## config.mk

```make
export PLATFORM = sky130hd
export DESIGN_NAME = neuron_layer_seq
export DESIGN_NICKNAME = d
export VERILOG_FILES = /design/src/rtl/neuron_layer_seq.sv
export SDC_FILE = /design/constraint.sdc
export NUM_CORES = 2
export LEC_CHECK = 0
export BUFFER_PORTS_ARGS = -buffer_cell sky130_fd_sc_hd__buf_2
export CORE_AREA = 2 2 732 734
export DETAILED_ROUTE_END_ITERATION = 10
export DIE_AREA = 0 0 734 736
export SETUP_SLACK_MARGIN = 0.1
export SLEW_MARGIN = 10
export SYNTH_ARGS = -nofsm -noshare
export SYNTH_HDL_FRONTEND = slang
export SYNTH_SLANG_ARGS = --single-unit
```

## constraint.sdc

```tcl
create_clock -name clk -period 23.2 [get_ports clk]
set_clock_uncertainty 0.2 [all_clocks]
set_input_delay 2.32 -clock clk [delete_from_list [all_inputs] [get_ports clk]]
set_output_delay 2.32 -clock clk [all_outputs]
set_load 0.03 [all_outputs]
```

## src/rtl/neuron_layer_seq.sv

```systemverilog
// Time-multiplexed fully-connected layer: N_OUT sign-magnitude neurons sharing one MAC.
// Optional feature: define NEURON_RELU_EN to clamp negative neuron outputs to zero.
module neuron_layer_seq #(
  parameter int W     = 17,
  parameter int N_IN  = 7,
  parameter int N_OUT = 13,
  parameter int FRAC  = 8,
  parameter int ACC_W = 40
) (
  input  logic                      clk,
  input  logic                      rst,
  input  logic                      start,
  input  logic [W*N_IN-1:0]         x,
  input  logic [W*N_IN*N_OUT-1:0]   w,
  output logic                      busy,
  output logic                      done,
  output logic [W*N_OUT-1:0]        y
);

  localparam int IW = (N_IN  > 1) ? $clog2(N_IN)  : 1;
  localparam int JW = (N_OUT > 1) ? $clog2(N_OUT) : 1;
  localparam int PW = 2 * (W - 1);
  localparam logic [ACC_W-1:0] MAG_MAX = (ACC_W'(1) << (W - 1)) - ACC_W'(1);

  typedef enum logic [1:0] {
    S_IDLE,
    S_MAC,
    S_STORE,
    S_DONE
  } state_t;

  state_t state, state_nx;

  logic [W*N_IN-1:0] xr;
  logic [ACC_W-1:0]  acc;
  logic [IW-1:0]     i;
  logic [JW-1:0]     j;

  logic [W-1:0]      xa, wb;
  logic [PW-1:0]     mag_full;
  logic [ACC_W-1:0]  mag_ext;
  logic [ACC_W-1:0]  prod;
  logic [ACC_W-1:0]  abs_acc;
  logic [W-2:0]      sat_mag;
  logic [W-1:0]      y_word;

  // Shared MAC operand selection and signed product.
  always_comb begin
    xa       = xr[W*i +: W];
    wb       = w[W*(j*N_IN+i) +: W];
    mag_full = xa[W-2:0] * wb[W-2:0];
    mag_ext  = '0;
    mag_ext[PW-1:0] = mag_full >> FRAC;
    // A -0 operand yields a zero magnitude, so negating it still gives +0.
    prod     = (xa[W-1] ^ wb[W-1]) ? (ACC_W'(0) - mag_ext) : mag_ext;
  end

  // Symmetric saturation back into sign-magnitude; zero is never emitted as -0.
  always_comb begin
    abs_acc = acc[ACC_W-1] ? (ACC_W'(0) - acc) : acc;
    sat_mag = (abs_acc > MAG_MAX) ? MAG_MAX[W-2:0] : abs_acc[W-2:0];
    y_word  = (sat_mag == '0) ? '0 : {acc[ACC_W-1], sat_mag};
`ifdef NEURON_RELU_EN
    if (acc[ACC_W-1]) y_word = '0;
`endif
  end

  always_comb begin
    state_nx = state;
    busy     = 1'b0;
    done     = 1'b0;
    case (state)
      S_IDLE: begin
        if (start) state_nx = S_MAC;
      end
      S_MAC: begin
        busy = 1'b1;
        if (i == IW'(N_IN - 1)) state_nx = S_STORE;
      end
      S_STORE: begin
        busy = 1'b1;
        state_nx = (j == JW'(N_OUT - 1)) ? S_DONE : S_MAC;
      end
      S_DONE: begin
        done     = 1'b1;
        state_nx = S_IDLE;
      end
      default: state_nx = S_IDLE;
    endcase
  end

  always_ff @(posedge clk) begin
    if (rst) begin
      state <= S_IDLE;
      xr    <= '0;
      acc   <= '0;
      i     <= '0;
      j     <= '0;
      y     <= '0;
    end else begin
      state <= state_nx;
      case (state)
        S_IDLE: begin
          if (start) begin
            xr  <= x;
            acc <= '0;
            i   <= '0;
            j   <= '0;
          end
        end
        S_MAC: begin
          acc <= acc + prod;
          i   <= i + IW'(1);
        end
        S_STORE: begin
          y[W*j +: W] <= y_word;
          acc <= '0;
          i   <= '0;
          if (j != JW'(N_OUT - 1)) j <= j + JW'(1);
        end
        default: ;
      endcase
    end
  end

endmodule
```

== After elaboration in Yosys (flattened, before gate mapping) ==
Cells that the tools add are included.

* Register bits after elaboration: 389
* Bits in latches: 0
* Memories kept: 0
* ROM bits: 0
* Memory bits (writable): 0
* Output and inout bits: 223

* Bitwise operators: 1
* $lt $le $gt $ge: 1
* Reduce and logical (&&, ||, !) cells: 9
* Multiply operators: 5
* Multiplexer cells: 18
* Add/subtract/negate cells: 7
* Equality and inequality tests: 9
* Divide/modulo/power cells: 0
* Shift operators: 4

{| class="wikitable"
|+ Operator list
! cell !! count
|-
| $shiftx A1547 B14 Y17 || 1
|-
| $bwmux W221 || 1
|-
| $shift A17 B34 Y221 const A || 1
|-
| $shiftx A17 B34 Y221 || 1
|-
| $mux W40 || 3
|-
| $pmux W40 S3 || 1
|-
| $shiftx A119 B9 Y17 || 1
|-
| $add A40 B40 Y40 || 1
|-
| $gt A40 B16 Y1 const B || 1
|-
| $sub A1 B40 Y40 const A || 1
|-
| $neg A9 Y34 || 1
|-
| $mul A16 B16 Y32 || 1
|-
| $sub A1 B24 Y25 const A || 1
|-
| $mux W17 || 1
|-
| $logic_not A16 Y1 || 1
|-
| $mux W16 || 1
|-
| $mul A5 B8 Y13 const A || 1
|-
| $mul A5 B4 Y9 const A || 1
|-
| $pmux W3 S3 || 1
|-
| $add A7 B3 Y8 || 1
|-
| $mul A5 B3 Y8 const A || 1
|-
| $mux W4 || 2
|-
| $pmux W2 S4 || 1
|-
| $pmux W4 S2 || 1
|-
| other kinds (19) || 27
|}

== Longest topological paths before layout ==
* Depth after elaboration: 9
* Mapped depth: 63
* Gate-level depth less buffers: 57

== Least setup slack after synthesis ==
No wires, ideal clock.

* Path type: reg2reg
* From: register j[0]
* To: register acc[39]
* Stages on the path, launching flop included: 59
* Required time: 22908 ps
* Arrival time: 14120 ps
* Period minus slack after synthesis: 14412 ps
* Path slack: 8788 ps
* Cell sequence: dfxtp_1 > inv_1 > ha_1 > ha_1 > ha_1 > buf_2 > buf_1 > clkbuf_1 > clkbuf_1 > clkbuf_1 > buf_1 > buf_1 > mux4_2 > nand2_1 > o21ai_0 > a221oi_1 > nor2_1 > a22oi_1 > [23 not listed] > xor2_1 > nand4bb_1 > or3_1 > o31ai_1 > xnor2_1 > ha_1 > and3_1 > and3_1 > and3_1 > a22oi_1 > a2111oi_0 > nor3_1 > nor2_1 > a211o_1 > nand3_1 > o221ai_1 > nor3_1 > o32ai_1

* Cells in the longest elaborated chain, start to end: 9
* Elaborated cells on any way between the ends: 10

{| class="wikitable"
|+ Ends and longest elaborated chain
! element !! RTL line !! RTL
|-
| start: declaration || 37 || <nowiki>logic [JW-1:0] j;</nowiki>
|-
| start signal: assignment || 119 || <nowiki>if (j != JW'(N_OUT - 1)) j <= j + JW'(1);</nowiki>
|-
| $mul A4 B3 Y7 (*) || 50 || <nowiki>wb = w[W*(j*N_IN+i) +: W];</nowiki>
|-
| $add A7 B3 Y8 (*) || 50 ||
|-
| $mul A5 B8 Y13 (*) || 50 ||
|-
| $shiftx A1547 B14 Y17 (*) || 50 ||
|-
| $mul A16 B16 Y32 || 51 || <nowiki>mag_full = xa[W-2:0] * wb[W-2:0];</nowiki>
|-
| $sub A1 B24 Y25 || 55 || <nowiki>prod = (xa[W-1] ^ wb[W-1]) ? (ACC_W'(0) - mag_ext) : mag_ext;</nowiki>
|-
| $mux W40 (*) || 55 ||
|-
| $add A40 B40 Y40 (*) || 112 || <nowiki>acc <= acc + prod;</nowiki>
|-
| $pmux W40 S3 (*) || 102 || <nowiki>case (state)</nowiki>
|-
| end signal: assignment || 112 ||
|-
| end: declaration || 35 || <nowiki>logic [ACC_W-1:0] acc;</nowiki>
|}

Every way passes the cells marked *; elsewhere a longest branch is shown, timed or not.
A chain may end at the register's enable or synchronous reset.

== Worst setup path in the final report ==
Ends and elaborated chain as after synthesis.

==> run metrics <==
status complete, but fails checks; violated checks antenna rules; top post-synthesis cells by area mux4_2 28%, dfxtp_1 20%, fa_1 10%, nand2_1 7.3%, ha_1 5.4%; mux share of post-synthesis cell area 28.9%; critical-path maximum fanout 43; Critical Path RT approximately 24,000 ps; Root Buffer Master clkbuf_16; main combinational cell family by area after synthesis multiplexers; Routed Wire Length 402,000 um; commonest cells in the netlist 762 x nand2_1, 480 x mux4_2, 389 x dfxtp_1; gpl congestion around 1.0; Gate Count Post-Synth 4,157; synthesized area 39,300 um2; CP Capture Type register; Seq/Total Area, Yosys 19.8%; Starting DRT DRC Count 4,236; pwr dens 123 nW/um2; Die Height 736 um; CTS H-tree lvls 2; post-DP HPWL between 300,000 and 400,000 um; peak supply drop 138 uV; cell taking the most area after synthesis mux4_2; synthesized flop and latch total 389; Pint approximately 3.3 mW; total power 7.36 mW; Worst path slowest cell fa_4; crit share post-route 71.2%; Synth Area in Simple Gates 16.2%; Fin Hold WS approximately 250 ps; Slew Limit Fails 0; YS warnings 0; Worst-path clk slew 70 ps; die footprint roughly 540,000 um2; Die X 734 um; GRT Overall Usage 14.2%; Routed WL per cell 30.2 um; design area 59,800 um2; # nets final 7,916; drt via density 3.32; final hold violations 0; DRC errors left 0; Setup Fix Bufs, Post-CTS 0; Synth Net Count 6,195; Clock power frac 10.3%; Gate power share 78.8%; CP peak stage delay 1070 ps; # setup viols final 0; Synth Flop Type dfxtp_1; clock latency on the worst-skew pair roughly 630 ps; fraction of registers with async set or reset after synthesis 0%; DRT antenna net count 1; P_leak 23.4 nW; Clock Tree Buf Depth 3; total CTS buffers 46; WP data arrival 16,830 ps; total I/O pin count roughly 1,900; count leader, synth nand2_1; post-cts resize count 0; drt first pass iters 8; Distinct cells, synth 80; Placement Rows between 200 and 300; vias in the first global route roughly 42,000; via count 44,100; RSZ-0062 raised after global routing false; mean area per synthesized cell 9.45 um2; worst hold path class register to register; first-pass GRT wire length 489,000 um; EDFF count, synth 0; pin count of the biggest net entering global routing a little over 200; area share of fa/ha/maj cells after synthesis 15.6%; clock sinks 389; post-synthesis xor/xnor area fraction 2.36%; total grt overflow 0; Fin Setup TNS 0 ps; worst slew pin tran 1310 ps; Reg power frac a little over a tenth; initial core utilization about 7.4%; initial antenna violation count 290; CTS Hold Bufs 0; switching part of the total a little under three fifths; layout cells sized above 1 44.4%; post-synth top area share 27.5%; Tmin final 16,510 ps; Placed Area ~57,000 um2; Net Sw Power 4.10 mW; CP Launch Type register; area grow syn2layout 52.4%; TritonCTS clock tree done; Max Freq 0.0606 GHz; Crit Path Category register to register; input/output buffers 1,891; Synth Area in Compound Gates 11.3%; worst rel slew slack roughly 13%; total core area 532,000 um2; Max-Cap Viols 0
[cell type report]
| cell class | instances | area (um2) |
|---|---|---|
| fillers | 61700 | 472000 |
| multi-input cells | 3172 | 29400 |
| repair buffers | 1991 | 10300 |
| well taps | 7020 | 8780 |
| flip-flops and latches | 389 | 7790 |
| clock buffers | 62 | 1300 |
| inverters | 278 | 1040 |
| diodes | 361 | 903 |
| clock inverters | 22 | 262 |
[cells in the final DEF (no fill, tap or decap), types with 61 or more instances in the layout]
cell type / n
buf_2: 1890
nand2_1: 761
mux4_2: 480
dfxtp_1: 387
a21oi_1: 376
diode_2: 361
nor2_1: 298
inv_1: 277
fa_1: 198
ha_1: 168
nor3_1: 103
buf_4: 93
a211oi_1: 72
xnor2_1: 70
o21ai_0: 65
and2_1: 61
[final timing paths]
path / startpoint / endpoint / slack (ps) / cells past startpoint
worst max-delay path: j[0] / acc[39] / 6690 / 52
worst min-delay path: y[57] / y[57] / 250 / 2
worst max register to register: j[0] / acc[39] / 6690 / 52
worst min register to register: y[57] / y[57] / 250 / 2
[layer usage]
layer	wire [um]	share of wire, %	vias to the layer above	GRT usage (%)
met5	1080	0.27	-	0
met4	16700	4.2	118	4.65
met3	34000	8.5	671	4.49
met2	196000	49	2669	24.8
met1	154000	38	21800	16.3
li1	-	-	18800	-
[cells by family after synthesis]
group	count (synthesis)
buf+inv	596
mux	531
fa+ha+maj	369
simple gates	1438
compound gates	729
xor+xnor	105
flops	389
[power groups by stage]
| stage | Clock, mW | Sequential, mW | Combinational, mW |
|---|---|---|---|
| global route | 0.802 | 0.808 | 6.34 |
| global placement | 0 | 0.810 | 5.86 |
| detailed placement | 0 | 0.813 | 5.90 |
| finish | 0.761 | 0.801 | 5.80 |
| CTS | 0.775 | 0.798 | 5.92 |
| floorplan | 0 | 0.808 | 3.56 |
[critical path, delay by kind of cell, from the launching register on]
family | cells | cell delay, ps
simple gates | 11 | 2310
mux | 2 | 1060
buf+inv | 9 | 2210
flops | 1 | 620
compound gates | 16 | 3940
xor+xnor | 2 | 230
fa+ha+maj | 12 | 5630
[per-stage QoR]
| stage | worst slack [ps] | cells | util [%] |
|---|---|---|---|
| 2_1_floorplan | 8790 | 4157 | - |
| 3_3_place_gp | 6680 | 12900 | 10.8 |
| 3_5_place_dp | 6620 | 12900 | 10.8 |
| 4_1_cts | 6560 | 12900 | 11.1 |
| 5_1_grt | 5440 | 13200 | 11.2 |
| 6_report | 6690 | 13300 | 11.3 |
[state kept, by name, indices dropped and copies added, names as in the netlist]
name and cells:
state 2, i 3, y 221, acc 40, xr 119, j 4
No activity file was read; power rests on OpenSTA's default activity.
